$ cat src/rtl/fb_pkg.sv
// Shared definitions for the framebuffer arbiter.
// Holds the framebuffer geometry, the read-owner tag encoding and the
// arbiter mode encoding.
package fb_pkg;

  localparam int FB_AW    = 12;
  localparam int FB_DW    = 12;
  localparam int FB_DEPTH = 4096;

  // Which requester a pending SRAM read belongs to.
  typedef enum logic {
    OWN_SCAN = 1'b0,
    OWN_REND = 1'b1
  } owner_e;

  // IDLE: renderer competes through wr_req. CLEAR: the fill engine competes.
  typedef enum logic {
    M_IDLE  = 1'b0,
    M_CLEAR = 1'b1
  } mode_e;

endpackage

$ cat src/rtl/fb_rd_tag_pipe.sv
// Two-stage {valid, owner} shift register that follows each issued SRAM read
// so the returning FB_Q word can be steered to the right requester.
// Ports:
//   clk_i, reset_i    clock, asynchronous active-high reset
//   vld_i, own_i      a read is issued this cycle and who owns it
//   scan_vld_o        stage-2 tag belongs to scan-out
//   rend_vld_o        stage-2 tag belongs to the renderer
module fb_rd_tag_pipe
  import fb_pkg::*;
(
  input  logic clk_i,
  input  logic reset_i,
  input  logic vld_i,
  input  logic own_i,
  output logic scan_vld_o,
  output logic rend_vld_o
);

  logic vld1_q, own1_q;
  logic vld2_q, own2_q;

  always_ff @(posedge clk_i or posedge reset_i) begin
    if (reset_i) begin
      vld1_q <= 1'b0;
      own1_q <= 1'b0;
      vld2_q <= 1'b0;
      own2_q <= 1'b0;
    end else begin
      vld1_q <= vld_i;
      own1_q <= own_i;
      vld2_q <= vld1_q;
      own2_q <= own1_q;
    end
  end

  assign scan_vld_o = vld2_q & (own2_q == OWN_SCAN);
  assign rend_vld_o = vld2_q & (own2_q == OWN_REND);

endmodule

$ cat src/rtl/fb_arbiter.sv
// Single-port framebuffer SRAM arbiter with a built-in bulk-clear engine.
// Scan-out reads win each slot by default; the renderer side (wr_req in IDLE,
// the clear engine in CLEAR) wins when scan-out is idle or after STARVE_LIMIT
// consecutive losses. The winning access is registered onto the FB_* pins.
// Ports:
//   clk, reset                       clock, asynchronous active-high reset
//   rd_req/rd_addr/rd_gnt            scan-out read request and grant
//   rd_valid/rd_data                 scan-out read return
//   wr_req/wr_we/wr_addr/wr_wdata    renderer request
//   wr_gnt/wr_rvalid/wr_rdata        renderer grant and read return
//   clear_start/clear_color          start a full fill with one colour
//   clear_busy/clear_done            fill status, done pulse on last issue
//   FB_CEN/FB_WEN/FB_A/FB_D/FB_Q     SRAM macro pins
module fb_arbiter
  import fb_pkg::*;
#(
  parameter int STARVE_LIMIT = 4,
  parameter int DEPTH        = 4096
) (
  input  logic             clk,
  input  logic             reset,
  input  logic             rd_req,
  input  logic [FB_AW-1:0] rd_addr,
  output logic             rd_gnt,
  output logic             rd_valid,
  output logic [FB_DW-1:0] rd_data,
  input  logic             wr_req,
  input  logic             wr_we,
  input  logic [FB_AW-1:0] wr_addr,
  input  logic [FB_DW-1:0] wr_wdata,
  output logic             wr_gnt,
  output logic             wr_rvalid,
  output logic [FB_DW-1:0] wr_rdata,
  input  logic             clear_start,
  input  logic [FB_DW-1:0] clear_color,
  output logic             clear_busy,
  output logic             clear_done,
  output logic             FB_CEN,
  output logic             FB_WEN,
  output logic [FB_AW-1:0] FB_A,
  output logic [FB_DW-1:0] FB_D,
  input  logic [FB_DW-1:0] FB_Q
);

  localparam logic [FB_AW-1:0] LAST_ADDR = FB_AW'(DEPTH - 1);
  localparam logic [2:0]       STARVE_MAX = 3'(STARVE_LIMIT);

  mode_e            mode_q, mode_d;
  logic             clearing;
  logic [2:0]       starve_q, starve_d;
  logic [FB_AW-1:0] clr_addr_q, clr_addr_d;
  logic [FB_DW-1:0] color_q, color_d;
  logic             cen_q, wen_q;
  logic [FB_AW-1:0] a_q;
  logic [FB_DW-1:0] d_q;

  logic             rend_req, rend_win, rd_win, wr_win, clr_win, issue;
  logic             iss_we;
  logic [FB_AW-1:0] iss_addr;
  logic [FB_DW-1:0] iss_wdata;
  logic             tag_vld;
  owner_e           tag_own;

  // Mode FSM: state register
  always_ff @(posedge clk or posedge reset) begin
    if (reset) mode_q <= M_IDLE;
    else       mode_q <= mode_d;
  end

  // Mode FSM: next state. A start pulse during a clear is ignored.
  always_comb begin
    mode_d = mode_q;
    case (mode_q)
      M_IDLE:  if (clear_start) mode_d = M_CLEAR;
      M_CLEAR: if (clr_win && clr_addr_q == LAST_ADDR) mode_d = M_IDLE;
      default: mode_d = M_IDLE;
    endcase
  end

  // Mode FSM: outputs
  always_comb begin
    clearing   = (mode_q == M_CLEAR);
    clear_busy = clearing;
    clear_done = clr_win && (clr_addr_q == LAST_ADDR);
  end

  // Arbitration. Grants are forced low while reset is held.
  always_comb begin
    rend_req = clearing | wr_req;
    rend_win = ~reset & rend_req & (~rd_req | (starve_q == STARVE_MAX));
    rd_win   = ~reset & rd_req & ~rend_win;
    wr_win   = rend_win & ~clearing;
    clr_win  = rend_win & clearing;
    issue    = rd_win | rend_win;
    rd_gnt   = rd_win;
    wr_gnt   = wr_win;
  end

  // Loss streak of the renderer side; it saturates naturally because a
  // streak at the limit always wins the next slot.
  always_comb begin
    if (rend_req && !rend_win && !reset) starve_d = starve_q + 3'd1;
    else                                 starve_d = 3'd0;
  end

  // Source select for the registered SRAM command. Scan reads leave FB_D as is.
  always_comb begin
    if (rd_win) begin
      iss_we    = 1'b0;
      iss_addr  = rd_addr;
      iss_wdata = d_q;
    end else if (wr_win) begin
      iss_we    = wr_we;
      iss_addr  = wr_addr;
      iss_wdata = wr_wdata;
    end else begin
      iss_we    = 1'b1;
      iss_addr  = clr_addr_q;
      iss_wdata = color_q;
    end
  end

  // Clear engine address and colour capture
  always_comb begin
    clr_addr_d = clr_addr_q;
    color_d    = color_q;
    if (clear_start && !clearing) begin
      clr_addr_d = '0;
      color_d    = clear_color;
    end else if (clr_win) begin
      clr_addr_d = clr_addr_q + 1'b1;
    end
  end

  always_ff @(posedge clk or posedge reset) begin
    if (reset) begin
      starve_q   <= 3'd0;
      clr_addr_q <= '0;
      cen_q      <= 1'b1;
      wen_q      <= 1'b1;
      a_q        <= '0;
      d_q        <= '0;
    end else begin
      starve_q   <= starve_d;
      clr_addr_q <= clr_addr_d;
      cen_q      <= ~issue;
      if (issue) begin
        wen_q <= ~iss_we;
        a_q   <= iss_addr;
        d_q   <= iss_wdata;
      end
    end
  end

  // Fill colour is pure data and is always rewritten before a clear uses it.
  always_ff @(posedge clk) begin
    color_q <= color_d;
  end

  // Only reads are tagged; the owner is whoever won the slot.
  always_comb begin
    tag_vld = rd_win | (wr_win & ~wr_we);
    tag_own = wr_win ? OWN_REND : OWN_SCAN;
  end

  fb_rd_tag_pipe u_tag (
    .clk_i      (clk),
    .reset_i    (reset),
    .vld_i      (tag_vld),
    .own_i      (tag_own),
    .scan_vld_o (rd_valid),
    .rend_vld_o (wr_rvalid)
  );

  assign FB_CEN   = cen_q;
  assign FB_WEN   = wen_q;
  assign FB_A     = a_q;
  assign FB_D     = d_q;
  assign rd_data  = FB_Q;
  assign wr_rdata = FB_Q;

endmodule

$ cat config.mk
export PLATFORM = sky130hd
export DESIGN_NAME = fb_arbiter
export DESIGN_NICKNAME = d
export VERILOG_FILES = /design/src/rtl/fb_pkg.sv /design/src/rtl/fb_rd_tag_pipe.sv /design/src/rtl/fb_arbiter.sv
export SDC_FILE = /design/constraint.sdc
export NUM_CORES = 1
export LEC_CHECK = 0
export ABC_CLOCK_PERIOD_IN_PS = 3700
export CORE_UTILIZATION = 43
export DETAILED_ROUTE_END_ITERATION = 10
export PLACE_DENSITY = 0.9
export SLEW_MARGIN = 10
export SYNTH_ARGS = -nofsm -noshare
export SYNTH_HDL_FRONTEND = slang
export SYNTH_SLANG_ARGS = --single-unit
$ cat constraint.sdc
create_clock -name clk -period 3.7 [get_ports clk]
set_input_delay 0.74 -clock clk [delete_from_list [all_inputs] [get_ports clk]]
set_output_delay 0.74 -clock clk [all_outputs]
set_load 0.03 [all_outputs]
# After elaboration in Yosys (flattened, before gate mapping)

Index checks and enable logic that the tools add are counted.

RAM bits: 0
Register bits: 58
Bits in read-only memories: 0
Bits of input ports: 66
Memories: 0
Latch bits: 0

Muxes and demuxes: 12
Bitwise logic cells: 22
Eq/ne operators: 2
Shifts and indexed selects: 0
Reductions and logical operators: 9
Divide/modulo/power cells: 0
Add/sub/neg operators: 2
Multipliers: 0
$lt $le $gt $ge: 0

Operator list:

| kind                                          | count |
|---|---|
| two-way mux 12 bit                            | 5 |
| adder 12 x 1 -> 12 bit, second input constant | 1 |
| equality test 12 bit, second input constant   | 1 |
| AND 1 bit                                     | 9 |
| NOT 1 bit                                     | 9 |
| two-way mux 1 bit                             | 5 |
| logical AND 1 bit                             | 4 |
| OR 1 bit                                      | 4 |
| adder 3 x 1 -> 3 bit, second input constant   | 1 |
| equality test 3 bit, second input constant    | 1 |
| zero test 1 bit                               | 3 |
| two-way mux 3 bit                             | 1 |
| case mux 1 bit (2 select lines)               | 1 |
| AND reduction 2 bit                           | 1 |
| nonzero test 2 bit                            | 1 |

# Depth between registers and ports, before layout

Gate-level depths: netlist (run 1).

Word-level depth: 7
Depth in mapped cells: 8
Gate-level depth less buffers: 7

# By module

A second synthesis (run 1) with hierarchy kept.

Cells, all modules: 268
Area total of the unflattened synthesis: 3019.1 um^2

By module, submodules not included:

| module         | cells an instance | area each (um^2) | times used |
|---|---|---|---|
| fb_arbiter     | 261               | 2899.0           | 1 |
| fb_rd_tag_pipe | 7                 | 120.1            | 1 |

# Worst setup path before layout (run 1)

OpenSTA, ideal clock, no wires.

Path type: input to output
Start: in reset
End: out rd_gnt
Buffers on the path: 1
Data required time: 2.960 ns
Arrival time: 2.311 ns
Slack: 0.649 ns
Stages on the path: 4
Path through: inv_1 > nand3_2 > inv_2 > buf_6

Longest elaborated chain between the ends: 5
Elaborated cells on any way between the ends: 6
Classes of those cells: 6 x bitwise

Ends and longest elaborated chain:

| element                 | RTL line                           | source |
|---|---|---|
| start, declared         | fb_arbiter.sv:21                   | `input logic reset,` |
| NOT 1 bit (*)           | fb_arbiter.sv:90, fb_arbiter.sv:91 |  |
| AND 1 bit (2 in series) | fb_arbiter.sv:90                   | `rend_win = ~reset & rend_req & (~rd_req \| (starve_q == STARVE_MAX));` |
| NOT 1 bit               | fb_arbiter.sv:91                   | `rd_win = ~reset & rd_req & ~rend_win;` |
| AND 1 bit (*)           | fb_arbiter.sv:91                   |  |
| end, declared           | fb_arbiter.sv:24                   | `output logic rd_gnt,` |

Every way passes the cells marked *; elsewhere a longest branch is shown, timed or not.

# Final worst setup path (run 1)

Start: in rd_req
End: out clear_done

Longest elaborated chain between the ends: 5

Ends and longest elaborated chain:

| element           | RTL line         | source |
|---|---|---|
| start, declared   | fb_arbiter.sv:22 | `input logic rd_req,` |
| NOT 1 bit         | fb_arbiter.sv:90 |  |
| OR 1 bit          | fb_arbiter.sv:90 |  |
| AND 1 bit         | fb_arbiter.sv:90 |  |
| AND 1 bit         | fb_arbiter.sv:93 | `clr_win = rend_win & clearing;` |
| logical AND 1 bit | fb_arbiter.sv:84 | `clear_done = clr_win && (clr_addr_q == LAST_ADDR);` |
| end, declared     | fb_arbiter.sv:37 | `output logic clear_done,` |

No other way between the ends.

==> results.toml, run 1 <==
[run_status]
outcome = "finished clean"

[floorplan]
rows = 29
start_util_pct = 45.75
dieArea_um2 = 7247
core-area_um2 = 6495
ioPinCount = 122
die_height_um = 85.13
die_w_um = 85.13

[yosys]
synth_cells = 264
synthesis.nets = 333
avgSynthCellArea_um2 = 11.26
yosysSeqAreaShare_pct = 50.95
yosysWarnings = 0
syn_area_um2 = 2972
synth-seq-cells = 58
ys_types = 43

[clock_tree]
cts-htree-levels = 3
cts.sinks = 58
cts_resized = 0
cts.hold.buffers_added = 0
cts_root_buffer = "clkbuf_8"
cts_made_buffers = 9
clk_latency_ns = 0.34
clock_path_buffers = 2
clk_pin_slew_worst_paths_ns = 0.07
post_cts_buffers = 0
cts_tree = "done"

[timing]
finalClockSkew_ns = 0.005489
period_minus_slack_ns = 3.433
rsz0062_at_grt = "no"
slew_headroom_pct = 59.92
finalCritPeriodShare_pct = 92.79
finalHoldViolations = 0
drv_slew = 0
tightest_slew_ns = 0.6013
setup_viol = 0
max_freq_mhz = 291.3
fin_tns_setup_ns = 0
timing.hold.ws_ns = 0.3654

[pwr]
clkPwrFrac_pct = 33.8
internal-power_mw = 1.168
p_per_area_nw_per_um2 = 423.2
vdd_ir_drop_max_mv = 0.2040
pwr-share-comb_pct = 20.3
p_leak_nw = 1.641
p_sw_share_pct = 28.47
power.switching_mw = 0.4649
fin_total_pwr_mw = 1.633
power_frac_seq_pct = 46.0

[detailed_routing]
drt_pass1_iterations = 4
vias_per_cell = 5.350
num_vias = 2199
post_drt_wl_per_cell_um = 16.56
drc = 0
wl_um = 6805
antenna_left = 0
drt-initial-drc-count = 132

[setup_path]
end_kind = "output pin"
arrival_ns = 2.69
slowest_delay_ns = 0.68
crit_path_max_fanout = 10
crit_chain = "clkdlybuf4s50_1, a21bo_4, and3_1, and3_1, clkdlybuf4s50_1"
critical_path_class = "primary input to output pin"
critical_path.startpoint_type = "primary input"
cp_slowest_cell = "clkdlybuf4s50_1"
worst-endpoint-required_ns = 2.96

[global_route]
grt_use_total_pct = 19.30
grt_pass1_vias = 2205
grt_max_degree = 49
gr-total-overflow = 0
antenna_found_initial = 0
grt_pass1_wl_um = 10560

[layout]
final_cells = 411
drive_above_1_share_pct = 18.56
nNetsFinal = 398
antenna_cells = 0
fillers = 507
final_common_cell = "clkdlybuf4s50_1"
areaGrowthSynthToFinish_pct = 29.85
final_cell_mix = "clkdlybuf4s50_1, dfrtp_1, nand2_1, mux2i_1, nor2_1"
stdcell_area_um2 = 3859

[place]
dp_hpwl_um = 5060
gp_congestion = 0.8647
dp_cells = 395
io_buffers = 85
dpl_cell_area_um2 = 3674

[flow_run]
cap_violations = 0

[hold_path]
hold_class = "register to register"
## state kept, by name, indices dropped and copies added, names as in the netlist
signal	count
FB_A	12
FB_CEN	1
FB_D	12
FB_WEN	1
clear_busy	1
clr_addr_q	12
color_q	12
starve_q	3
u_tag.own1_q	1
u_tag.own2_q	1
u_tag.vld1_q	1
u_tag.vld2_q	1
## routing by layer
metal	GRT usage [%]	part of all wire, %	vias up
met3	4.377	4.2	28
met1	20.60	39	1071
met5	0	0	-
met4	12.79	4.2	0
met2	34.16	53	57
li1	-	-	1043
## metrics by stage
stage               util [%]  worst slack (ns)
floorplan                  -            0.6487
global placement       56.56            0.3180
detailed placement     56.56            0.3031
CTS                    59.41            0.2790
global route           59.41            0.1778
finish                 59.41            0.2667
## cell type report
class,instances,area [um2],share of cell area (%)
well taps,77,96.34,2.497
clock buffers,10,127.6,3.307
multi-input cells,164,1156,29.96
clock inverters,6,57.56,1.492
inverters,7,28.78,0.7458
repair buffers,89,878.3,22.76
flip-flops and latches,58,1514,39.23
## logic make-up (layout without fill, tap and decap cells)
group	after synthesis	after routing	synth area share, %
muxes	19	19	6.442
buffers and inverters	42	112	10.15
adders and majority gates	3	3	1.263
and+or+nand+nor	80	80	15.45
DFF	58	58	50.95
xor gates and xnor gates	2	2	0.5896
AOI/OAI and AO/OA	60	60	15.16
## cell usage after synthesis
cell type / count / area [um2]
o211ai_1: 1 / 7.510
inv_2: 3 / 11.26
xnor2_1: 2 / 17.52
nand4_1: 2 / 12.51
and4_1: 8 / 70.07
a21oi_1: 6 / 30.03
a21o_1: 1 / 7.510
a211oi_1: 8 / 60.06
dfstp_2: 2 / 52.55
a221oi_1: 3 / 26.28
nand3_4: 1 / 17.52
nand3_2: 1 / 10.01
inv_1: 3 / 11.26
dfrtp_1: 44 / 1101
inv_4: 1 / 6.260
mux2_2: 1 / 11.26
buf_6: 6 / 67.56
a21bo_4: 1 / 16.27
a22o_1: 1 / 8.760
nor2_1: 15 / 56.30
o21ai_0: 12 / 60.06
nor2b_1: 2 / 12.51
a21oi_2: 14 / 122.6
nand3_1: 10 / 50.05
a221oi_2: 3 / 45.04
and3_1: 5 / 31.28
or2_4: 1 / 8.760
nor4_4: 1 / 21.27
nor2_4: 1 / 11.26
nand2b_2: 1 / 8.760
o21ai_1: 8 / 40.04
nor2_2: 8 / 50.05
and2_1: 1 / 6.260
nand2b_1: 2 / 12.51
nand2_1: 20 / 75.07
o21a_4: 1 / 15.01
buf_2: 5 / 25.02
ha_1: 3 / 37.54
nor3_1: 1 / 5.000
a21boi_2: 1 / 11.26
edfxtp_1: 12 / 360.4
mux2i_1: 18 / 180.2
buf_4: 24 / 180.2
## worst max-delay path: cells and delay by family
kind                   cells  cell delay [ns]
AO/OA/AOI/OAI              1             0.29
AND/OR/NAND/NOR            2             0.47
buffers and inverters      2             1.20
## power groups by stage
stage / clock network, mW / registers, mW / logic [mW]
after floorplan: 0 / 0.818 / 0.164
after CTS: 0.563 / 0.749 / 0.334
after detailed placement: 0 / 0.761 / 0.331
after global routing: 0.585 / 0.755 / 0.355
final: 0.551 / 0.751 / 0.331
after global placement: 0 / 0.758 / 0.324
## worst paths after layout
check,start,end,slack [ns],cells after the start
hold reg to reg,u_tag.vld1_q,u_tag.vld2_q,0.37,0
setup reg to reg,clear_busy,clr_addr_q[2],1.50,6
hold / removal,u_tag.vld1_q,u_tag.vld2_q,0.37,0
setup / recovery,rd_req,clear_done,0.27,5
min in group asynchronous,reset,clr_addr_q[2],1.07,3
max in group asynchronous,reset,clr_addr_q[11],2.22,3
Note: power is estimated with default switching activity, not from simulation.
==> inputs of run 2 (changes only) <==
--- a/config.mk
+++ b/config.mk
@@ -6,9 +6,9 @@
 export NUM_CORES = 1
 export LEC_CHECK = 0
 export ABC_CLOCK_PERIOD_IN_PS = 3700
-export CORE_UTILIZATION = 43
+export CORE_UTILIZATION = 40
 export DETAILED_ROUTE_END_ITERATION = 10
-export PLACE_DENSITY = 0.9
+export PLACE_DENSITY = 0.85
 export SLEW_MARGIN = 10
 export SYNTH_ARGS = -nofsm -noshare
 export SYNTH_HDL_FRONTEND = slang
==> run 2 against run 1 <==
  * Clock power is 38% higher
  * Sequential share of layout area is 1.1 points lower
  * Worst hold slack worse by 0.014 ns
  * Total power is 13% higher
  * Register-to-register slack better by 0.12 ns
  * First-iteration DRC count is 35% lower
  * Critical endpoint unchanged
  * Largest cell class unchanged
==> results.toml, run 2 (synthesized netlist as in run 1, its figures left out) <==
[global_route]
gr-max-usage-layer = "met2"
antenna_found_initial = 0
grtUsageMet2_pct = 31.68
grt_pass1_wl_um = 10700
grt_pass1_vias = 2190
gr-total-overflow = 0
grt_use_total_pct = 18.52
grt_max_degree = 34
use_met1_pct = 21.66
globalRouteMet3Util_pct = 5.090

[hold_path]
hold_class = "register to register"
min_path_cells = 0
hold-path-endpoint = "u_tag.vld2_q"
worstHoldStart = "u_tag.vld1_q"

[timing]
max_freq_mhz = 294.1
slew_headroom_pct = 71.44
rsz0062_at_grt = "no"
tightest_slew_ns = 0.4284
finalClockSkew_ns = 0.008491
finalHoldViolations = 0
drv_slew = 0
fin_tns_setup_ns = 0
period_minus_slack_ns = 3.401
setup_viol = 0
finalCritPeriodShare_pct = 91.91

[clock_tree]
cts-htree-levels = 3
cts.hold.buffers_added = 0
clk_latency_ns = 0.34
cts.sinks = 58
cts_made_buffers = 9
cts_resized = 0
clock_path_buffers = 2
post_cts_buffers = 0
clk_pin_slew_worst_paths_ns = 0.07
cts_root_buffer = "clkbuf_8"
cts_tree = "done"

[pwr]
clkPwrFrac_pct = 41.3
vdd_ir_drop_max_mv = 0.1915
p_sw_share_pct = 25.37
p_per_area_nw_per_um2 = 464.7
pwr-share-comb_pct = 18.0
power.switching_mw = 0.4675
p_leak_nw = 1.677
internal-power_mw = 1.375
power_frac_seq_pct = 40.7

[floorplan]
die_w_um = 88.19
start_util_pct = 41.19
rows = 31
die_height_um = 88.19
dieArea_um2 = 7777
ioPinCount = 122
core-area_um2 = 7214

[layout]
nNetsFinal = 399
fillers = 621
antenna_cells = 0
fin_util_pct = 54.96
drive_above_1_share_pct = 18.51
final_common_cell = "clkdlybuf4s50_1"
areaGrowthSynthToFinish_pct = 33.43
final_cell_mix = "clkdlybuf4s50_1, dfrtp_1, nand2_1, mux2i_1, nor2_1"

[run_status]
outcome = "finished clean"

[setup_path]
ff2ff_path_depth = 6
crit_path_max_fanout = 10
r2r-start = "clear_busy"
arrival_ns = 2.66
worst-endpoint-required_ns = 2.96
end_kind = "output pin"
r2r-end = "clr_addr_q[8]"
critical_path_class = "primary input to output pin"
r2r_slack_ns = 1.62
critical_path.startpoint_type = "primary input"

[detailed_routing]
drt-initial-drc-count = 86
vias_per_cell = 5.044
wl_um = 6747
num_vias = 2189
drc = 0
drt_pass1_iterations = 6
antenna_left = 0
post_drt_wl_per_cell_um = 15.55

[place]
dp_hpwl_um = 5029
io_buffers = 85
gp_congestion = 0.8028

[flow_run]
cap_violations = 0
## run 2: cell types whose count changed in the layout (fill, tap and decap cells not counted)
cell / before / now
clkinv_2: 4 / 1
clkinv_1: 0 / 1
buf_4: 5 / 6
bufinv_16: 1 / 4
clkinvlp_4: 1 / 0
## run 2: worst max path at each step
| stage | slack, ns | from | end |
|---|---|---|---|
| after floorplan | 0.65 | reset | rd_gnt |
| after global placement | 0.34 | rd_req | clear_done |
| after detailed placement | 0.32 | rd_req | clear_done |
| after CTS | 0.29 | rd_req | clear_done |
| after global routing | 0.22 | rd_req | clear_done |
| final | 0.30 | rd_req | clear_done |
## run 2: metrics by stage
| stage | power, mW | cells | worst slack (ns) | hold WS, ns | instance area, um2 |
|---|---|---|---|---|---|
| 2_1_floorplan | 0.9815 | 264 | 0.6487 | 0.3312 | 2972 |
| 3_3_place_gp | 1.079 | 418 | 0.3433 | 0.3368 | 3709 |
| 3_5_place_dp | 1.092 | 418 | 0.3170 | 0.3379 | 3709 |
| 4_1_cts | 1.853 | 434 | 0.2909 | 0.3531 | 3965 |
| 5_1_grt | 1.915 | 434 | 0.2246 | 0.3590 | 3965 |
| 6_report | 1.843 | 434 | 0.2992 | 0.3513 | 3965 |
## run 2: cell type report
class | count | area [um2] | area share (%)
Sequential cell | 58 | 1514 | 38.18
Multi-Input combinational cell | 164 | 1156 | 29.16
Timing Repair Buffer | 90 | 885.9 | 22.34
Clock inverter | 6 | 128.9 | 3.250
Clock buffer | 10 | 127.6 | 3.219
Tap cell | 99 | 123.9 | 3.124
Inverter | 7 | 28.78 | 0.7258
## run 2: worst max-delay path: stages
cell             delay (ns)
clkdlybuf4s50_1        0.52
a21bo_4                0.30
and3_1                 0.22
and3_1                 0.19
clkdlybuf4s50_1        0.69
## run 2: power by group through the flow
stage | registers, mW | clock network (mW) | logic, mW
after floorplan | 0.818 | 0 | 0.164
after global placement | 0.755 | 0 | 0.324
after detailed placement | 0.761 | 0 | 0.332
after CTS | 0.749 | 0.770 | 0.334
after global routing | 0.757 | 0.803 | 0.355
final | 0.750 | 0.761 | 0.331
## run 2: metal layers
metal / vias up / routed length [um]
met4: 0 / 70
met5: - / 0
met3: 10 / 263
met1: 1090 / 2801
met2: 36 / 3611
li1: 1053 / -
